`config.mk`:
```
export PLATFORM = sky130hd
export DESIGN_NAME = rw_manager_inst_store
export DESIGN_NICKNAME = d
export VERILOG_FILES = /design/src/rtl/rw_manager_inst_store.sv
export SDC_FILE = /design/constraint.sdc
export NUM_CORES = 2
export LEC_CHECK = 0
export CORE_ASPECT_RATIO = 0.5
export CORE_MARGIN = 2
export CORE_UTILIZATION = 30
export DETAILED_ROUTE_END_ITERATION = 7
export PLACE_DENSITY = 0.48
export REMOVE_ABC_BUFFERS = 1
export SYNTH_ARGS = -nofsm -noshare
export SYNTH_HDL_FRONTEND = slang
export SYNTH_SLANG_ARGS = --single-unit
```
`constraint.sdc`:
```
create_clock -name clock -period 3.6 [get_ports clock]
set_input_delay 0.54 -clock clock [delete_from_list [all_inputs] [get_ports clock]]
set_output_delay 0.54 -clock clock [all_outputs]
set_load 0.05 [all_outputs]
```
`src/rtl/rw_manager_inst_store.sv`:
```
// Writable instruction store for the rw_manager: a simple dual-port RAM filled from a
// default-image ROM by a copy engine, then patched and fetched by the sequencer.
module rw_manager_inst_store #(
  parameter int DATA_WIDTH   = 20,
  parameter int ADDR_WIDTH   = 7,
  parameter int READ_LATENCY = 1,
  parameter int AUTO_INIT    = 1
) (
  input  logic                  clock,
  input  logic                  resetn,
  input  logic                  init_start,
  output logic                  init_busy,
  output logic                  init_done,
  output logic [ADDR_WIDTH-1:0] rom_addr,
  input  logic [DATA_WIDTH-1:0] rom_data,
  input  logic                  wr_en,
  input  logic [ADDR_WIDTH-1:0] wr_addr,
  input  logic [DATA_WIDTH-1:0] wr_data,
  output logic                  wr_err,
  input  logic                  rd_en,
  input  logic [ADDR_WIDTH-1:0] rdaddress,
  output logic [DATA_WIDTH-1:0] q,
  output logic                  q_valid
);

  localparam int DEPTH = 1 << ADDR_WIDTH;
  localparam logic [ADDR_WIDTH-1:0] LAST_ADDR = '1;

  typedef enum logic [1:0] {
    ST_IDLE  = 2'd0,
    ST_COPY  = 2'd1,
    ST_DRAIN = 2'd2
  } state_e;

  localparam state_e ST_RESET = (AUTO_INIT != 0) ? ST_COPY : ST_IDLE;

  state_e                  state_q, state_d;
  logic [ADDR_WIDTH-1:0]   rom_addr_q, rom_addr_d;
  logic [ADDR_WIDTH-1:0]   cp_addr_q, cp_addr_d;
  logic                    cp_valid_q, cp_valid_d;
  logic                    init_done_q, init_done_d;
  logic                    wr_err_q, wr_err_d;
  logic [DATA_WIDTH-1:0]   q_q;
  logic                    q_valid_q;

  logic                    copy_start, copy_step, copy_finish;
  logic                    seq_wr, rd_accept;

  logic                    ram_we;
  logic [ADDR_WIDTH-1:0]   ram_waddr;
  logic [DATA_WIDTH-1:0]   ram_wdata;
  logic [DATA_WIDTH-1:0]   mem [DEPTH];

  // NOTE: sequential state uses non-blocking assignments so every register samples
  // pre-edge values and the processes can be written in any order.
  always_ff @(posedge clock or negedge resetn) begin
    if (!resetn) state_q <= ST_RESET;
    else         state_q <= state_d;
  end

  // NOTE: every combinational output gets a default first, so no path leaves it
  // unassigned and no latch is inferred.
  always_comb begin
    state_d = state_q;
    case (state_q)
      ST_IDLE:  if (init_start) state_d = ST_COPY;
      ST_COPY:  if (rom_addr_q == LAST_ADDR) state_d = ST_DRAIN;
      ST_DRAIN: state_d = ST_IDLE;
      default:  state_d = ST_IDLE;
    endcase
  end

  // The sequencer only owns the RAM ports while the copy engine is idle.
  always_comb begin
    init_busy   = 1'b1;
    copy_start  = 1'b0;
    copy_step   = 1'b0;
    copy_finish = 1'b0;
    seq_wr      = 1'b0;
    rd_accept   = 1'b0;
    case (state_q)
      ST_IDLE: begin
        init_busy  = 1'b0;
        copy_start = init_start;
        seq_wr     = wr_en;
        rd_accept  = rd_en;
      end
      ST_COPY:  copy_step   = 1'b1;
      ST_DRAIN: copy_finish = 1'b1;
      default:  ;
    endcase
  end

  always_comb begin
    rom_addr_d = rom_addr_q;
    if (copy_start) begin
      rom_addr_d = '0;
    end else if (copy_step && (rom_addr_q != LAST_ADDR)) begin
      rom_addr_d = rom_addr_q + 1'b1;
    end

    // ROM data lags its address by one cycle, so the write address lags too.
    cp_addr_d  = rom_addr_q;
    cp_valid_d = copy_step;

    init_done_d = init_done_q;
    if (copy_start)       init_done_d = 1'b0;
    else if (copy_finish) init_done_d = 1'b1;

    wr_err_d = wr_en & init_busy;
  end

  always_ff @(posedge clock or negedge resetn) begin
    if (!resetn) begin
      rom_addr_q  <= '0;
      cp_addr_q   <= '0;
      cp_valid_q  <= 1'b0;
      init_done_q <= 1'b0;
      wr_err_q    <= 1'b0;
    end else begin
      rom_addr_q  <= rom_addr_d;
      cp_addr_q   <= cp_addr_d;
      cp_valid_q  <= cp_valid_d;
      init_done_q <= init_done_d;
      wr_err_q    <= wr_err_d;
    end
  end

  // cp_valid_q is only ever set in COPY/DRAIN and seq_wr only in IDLE, so the
  // two writers never collide.
  always_comb begin
    ram_we    = cp_valid_q | seq_wr;
    ram_waddr = cp_valid_q ? cp_addr_q : wr_addr;
    ram_wdata = cp_valid_q ? rom_data  : wr_data;
  end

  // NOTE: the RAM array has no reset; a reset port would prevent block-RAM inference,
  // and the copy engine provides the defined contents instead.
  always_ff @(posedge clock) begin
    if (ram_we) mem[ram_waddr] <= ram_wdata;
  end

  // Reads sample mem in a separate process from the write, which gives read-first
  // behaviour on a same-address collision. Any latency other than 2 builds the 1-cycle path.
  generate
    if (READ_LATENCY == 2) begin : g_rd_lat2
      logic [DATA_WIDTH-1:0] ram_dout_q;
      logic                  ram_dout_valid_q;

      always_ff @(posedge clock) begin
        if (rd_accept) ram_dout_q <= mem[rdaddress];
      end

      always_ff @(posedge clock or negedge resetn) begin
        if (!resetn) begin
          ram_dout_valid_q <= 1'b0;
          q_valid_q        <= 1'b0;
          q_q              <= '0;
        end else begin
          ram_dout_valid_q <= rd_accept;
          q_valid_q        <= ram_dout_valid_q;
          if (ram_dout_valid_q) q_q <= ram_dout_q;
        end
      end
    end else begin : g_rd_lat1
      always_ff @(posedge clock or negedge resetn) begin
        if (!resetn) begin
          q_valid_q <= 1'b0;
          q_q       <= '0;
        end else begin
          q_valid_q <= rd_accept;
          if (rd_accept) q_q <= mem[rdaddress];
        end
      end
    end
  endgenerate

  assign rom_addr  = rom_addr_q;
  assign init_done = init_done_q;
  assign wr_err    = wr_err_q;
  assign q         = q_q;
  assign q_valid   = q_valid_q;

endmodule

```
==> impl_metrics.env <==
export IMPL_synth_compound_area_share_pct=3.74
export IMPL_initial_utilization_pct=30.2
export IMPL_path_cells="nor2_1 > buf_4 > nand2_2 > buf_4 > a221o_1 > a21oi_1 > o21ai_0 > nand3_1"
export IMPL_place_gp_congestion=0.805
export IMPL_worst_path_largest_cell_delay_ns=0.62
export IMPL_crit_family="compound AO/OA/AOI/OAI gates"
export IMPL_arrival_ns=4.02
export IMPL_hold_ws_ns=0.283
export IMPL_drt_pass1_iter_count=6
export IMPL_outcome="finished, final reports clean"
export IMPL_ir_drop_v=0.000407
export IMPL_wirelength_um=295000
export IMPL_clkTransAtPathRegs_ns=0.06
export IMPL_synth_area_leaders="edfxtp_1 (76%), mux4_2 (9.9%), mux2i_1 (4.7%)"
export IMPL_drc_errors=0
export IMPL_io_pins=90
export IMPL_min_period_ns=3.22
export IMPL_yosys_top_cells_count="edfxtp_1 (2560), mux2i_1 (472), mux4_2 (441), nor2_1 (201), o22ai_1 (110)"
export IMPL_grt_pass1_wl_um=411000
export IMPL_clockBufferDepth=4
export IMPL_drt_iter0_drc=5849
export IMPL_power_density_mw_per_mm2=577
export IMPL_synth_simple_area_share_pct=1.73
export IMPL_die_h_um=414
export IMPL_rrSetupSlack_ns=0.38
export IMPL_p_leak_nw=38.1
export IMPL_syn2layout_area_growth_pct=18.0
export IMPL_finish_instance_area_mm2=0.119
export IMPL_ys_seq_elements=2600
export IMPL_avgSynthCellArea_um2=20.9
export IMPL_critical_path_max_fanout=16
export IMPL_crit_required_ns=4.41
export IMPL_yosysTopAreaCellShare_pct=76.3
export IMPL_worst_pin_slew_ns=1.19
export IMPL_vias_per_cell=5.07
export IMPL_path_buf_inv=2
export IMPL_yosysMostFrequentCell="edfxtp_1"
export IMPL_synth_enable_flop_cells=2560
export IMPL_fin_nets=5447
export IMPL_ys_flop_type="edfxtp_1"
export IMPL_cts_tree="built"
export IMPL_grt_max_degree=81
export IMPL_synth_cell_types=49
export IMPL_fin_crit_sh_pct=89.4
export IMPL_hp_class="in2async"
export IMPL_rsz0062_at_grt="false"
export IMPL_synth_warnings=0
export IMPL_synth_top_family_by_area="multiplexers"
export IMPL_first_global_vias=52198
export IMPL_clock_root_buffer="clkbuf_16"
export IMPL_numCtsBuffers=249
export IMPL_hold_viol_final=0
export IMPL_clock_sinks=2600
export IMPL_grt_usage_pct=16.9
export IMPL_num_rows=150
export IMPL_syn_area_mm2=0.101
export IMPL_core_area_mm2=0.334
export IMPL_final_layout_size_suffix_gt1_share_pct=26.7
export IMPL_drv_slew=0
export IMPL_htreeDepth=4
export IMPL_synth_mux_area_share_pct=15.4
export IMPL_slowest_stage="o21ai_0"
export IMPL_post_cts_buffers=0
export IMPL_worstSetupPathType="reg2reg"
export IMPL_post_drt_wl_per_cell_um=29.3
export IMPL_setup_viol=0
export IMPL_yosysTopAreaCell="edfxtp_1"
export IMPL_ant_nets=0
export IMPL_grt_overflow_total=0
export IMPL_cp_common_cell="buf_4"
export IMPL_antenna_found_initial=23
export IMPL_critPathCaptureType="flip-flop"
export IMPL_synth_xor_area_share_pct=0.0434
export IMPL_synthCells=4816
export IMPL_relSlewSlack_pct=20.5
export IMPL_clock_latency_ns=0.95
export IMPL_fin_util_pct=35.6
export IMPL_async_flop_share_pct=1.54
export IMPL_die_w_um=824
export IMPL_vias=51034
export IMPL_die_area_mm2=0.341
export IMPL_synthAdderAreaFrac_pct=0.0124
export IMPL_nFillCells=30661
export IMPL_max_freq_mhz=311
export IMPL_dp_hpwl_um=182000
export IMPL_io_buffer_count=89
export IMPL_seq_area_frac_synth_pct=77.2
export IMPL_worstSetupStartpointType="flip-flop"
export IMPL_finalClockSkew_ns=0.0745
export IMPL_cap_violations=0
export IMPL_place_area_mm2=0.111
[path summary, 6_finish.rpt]
path                                    startpoint                       to  cells past startpoint
setup / recovery            state_q[0]$_DFFE_PN1P_        q[13]$_DFFE_PN0P_                      8
hold / removal                              resetn  rom_addr[5]$_DFFE_PN0P_                      2
setup reg to reg            state_q[0]$_DFFE_PN1P_        q[13]$_DFFE_PN0P_                      8
hold reg to reg            rom_addr[6]$_DFFE_PN0P_   cp_addr_q[6]$_DFF_PN0_                      0
max in group asynchronous                   resetn        q_valid$_DFF_PN0_                      3
min in group clock                      init_start    init_done$_DFFE_PN0P_                      4
[placed cells by master, fill, tap and decap left out, types with 38 or more instances in the layout]
master and n:
a211oi_1 51, mux4_2 441, a22oi_1 41, o21ai_0 49, nand2_1 67, o22ai_1 110
mux2i_1 472, buf_12 125, clkbuf_1 82, mux2_2 53, a21oi_1 105, buf_4 380
nor2_2 124, clkdlybuf4s50_1 83, dfrtp_1 38, edfxtp_1 2560, nor2_1 77, clkinv_1 50
clkbuf_16 252
[where the power goes]
group          internal, mW  total [mW]  switching [mW]
clock network          14.1        25.2            11.2
registers              34.9        35.4           0.511
logic                  2.34        7.93            5.59
[cells by family (layout without fill, tap and decap cells)]
family | after synthesis | after routing
buffers and inverters | 289 | 1058
xor gates and xnor gates | 5 | 5
adders and majority gates | 1 | 1
DFF | 2600 | 2600
muxes | 986 | 986
and+or+nand+nor | 397 | 397
AOI/OAI and AO/OA | 538 | 538
other | 0 | 3
[sequential cells by signal (all words and copies together) (netlist names)]
signal / cells
cp_valid_q: 1
cp_addr_q: 7
mem: 2560
q_valid: 1
init_done: 1
rom_addr: 7
q: 20
state_q: 2
wr_err: 1
[worst register-to-register path, stage by stage, from the launching register on]
cell     delay, ns
dfstp_2       0.38
nor2_1        0.10
buf_4         0.18
nand2_2       0.28
buf_4         0.41
a221o_1       0.38
a21oi_1       0.54
o21ai_0       0.62
nand3_1       0.25
[repair_timing]
action                                 in CTS  in global routing
endpoints found under the hold margin      24                  0
resized for setup                           0                  0
hold buffers                                1                  0
[metrics by stage]
| step | worst slack [ns] | TNS [ns] | std cells | total power [mW] |
|---|---|---|---|---|
| 6_report | 0.382 | 0 | 10072 | 68.6 |
| 5_1_grt | 0.271 | 0 | 10069 | 70.7 |
| 4_1_cts | 0.257 | 0 | 10069 | 69.2 |
| 3_5_place_dp | -0.541 | -1.75 | 9619 | 44.1 |
| 3_3_place_gp | -0.575 | -1.77 | 9619 | 43.9 |
| 2_1_floorplan | 0.344 | 0 | 4541 | 39.2 |
[final cells by class]
type,instances,area [um^2],area share (%)
repair buffers,595,6260,5.27
inverters,14,52.6,0.0442
clock buffers,340,6700,5.63
flip-flops and latches,2600,77900,65.5
diodes,3,7.51,0.00631
clock inverters,109,937,0.788
well taps,4484,5610,4.72
multi-input cells,1927,21500,18.1
[layer usage]
layer  GRT usage (%)  vias to the layer above  part of all wire, %
met4            3.81                        4                  2.2
met5               0                        -               0.0092
li1                -                    21256                    -
met1            23.6                    27818                   44
met2            28.3                     1615                   48
met3            2.47                      341                  5.9
Note: power is estimated with default switching activity, not from simulation.
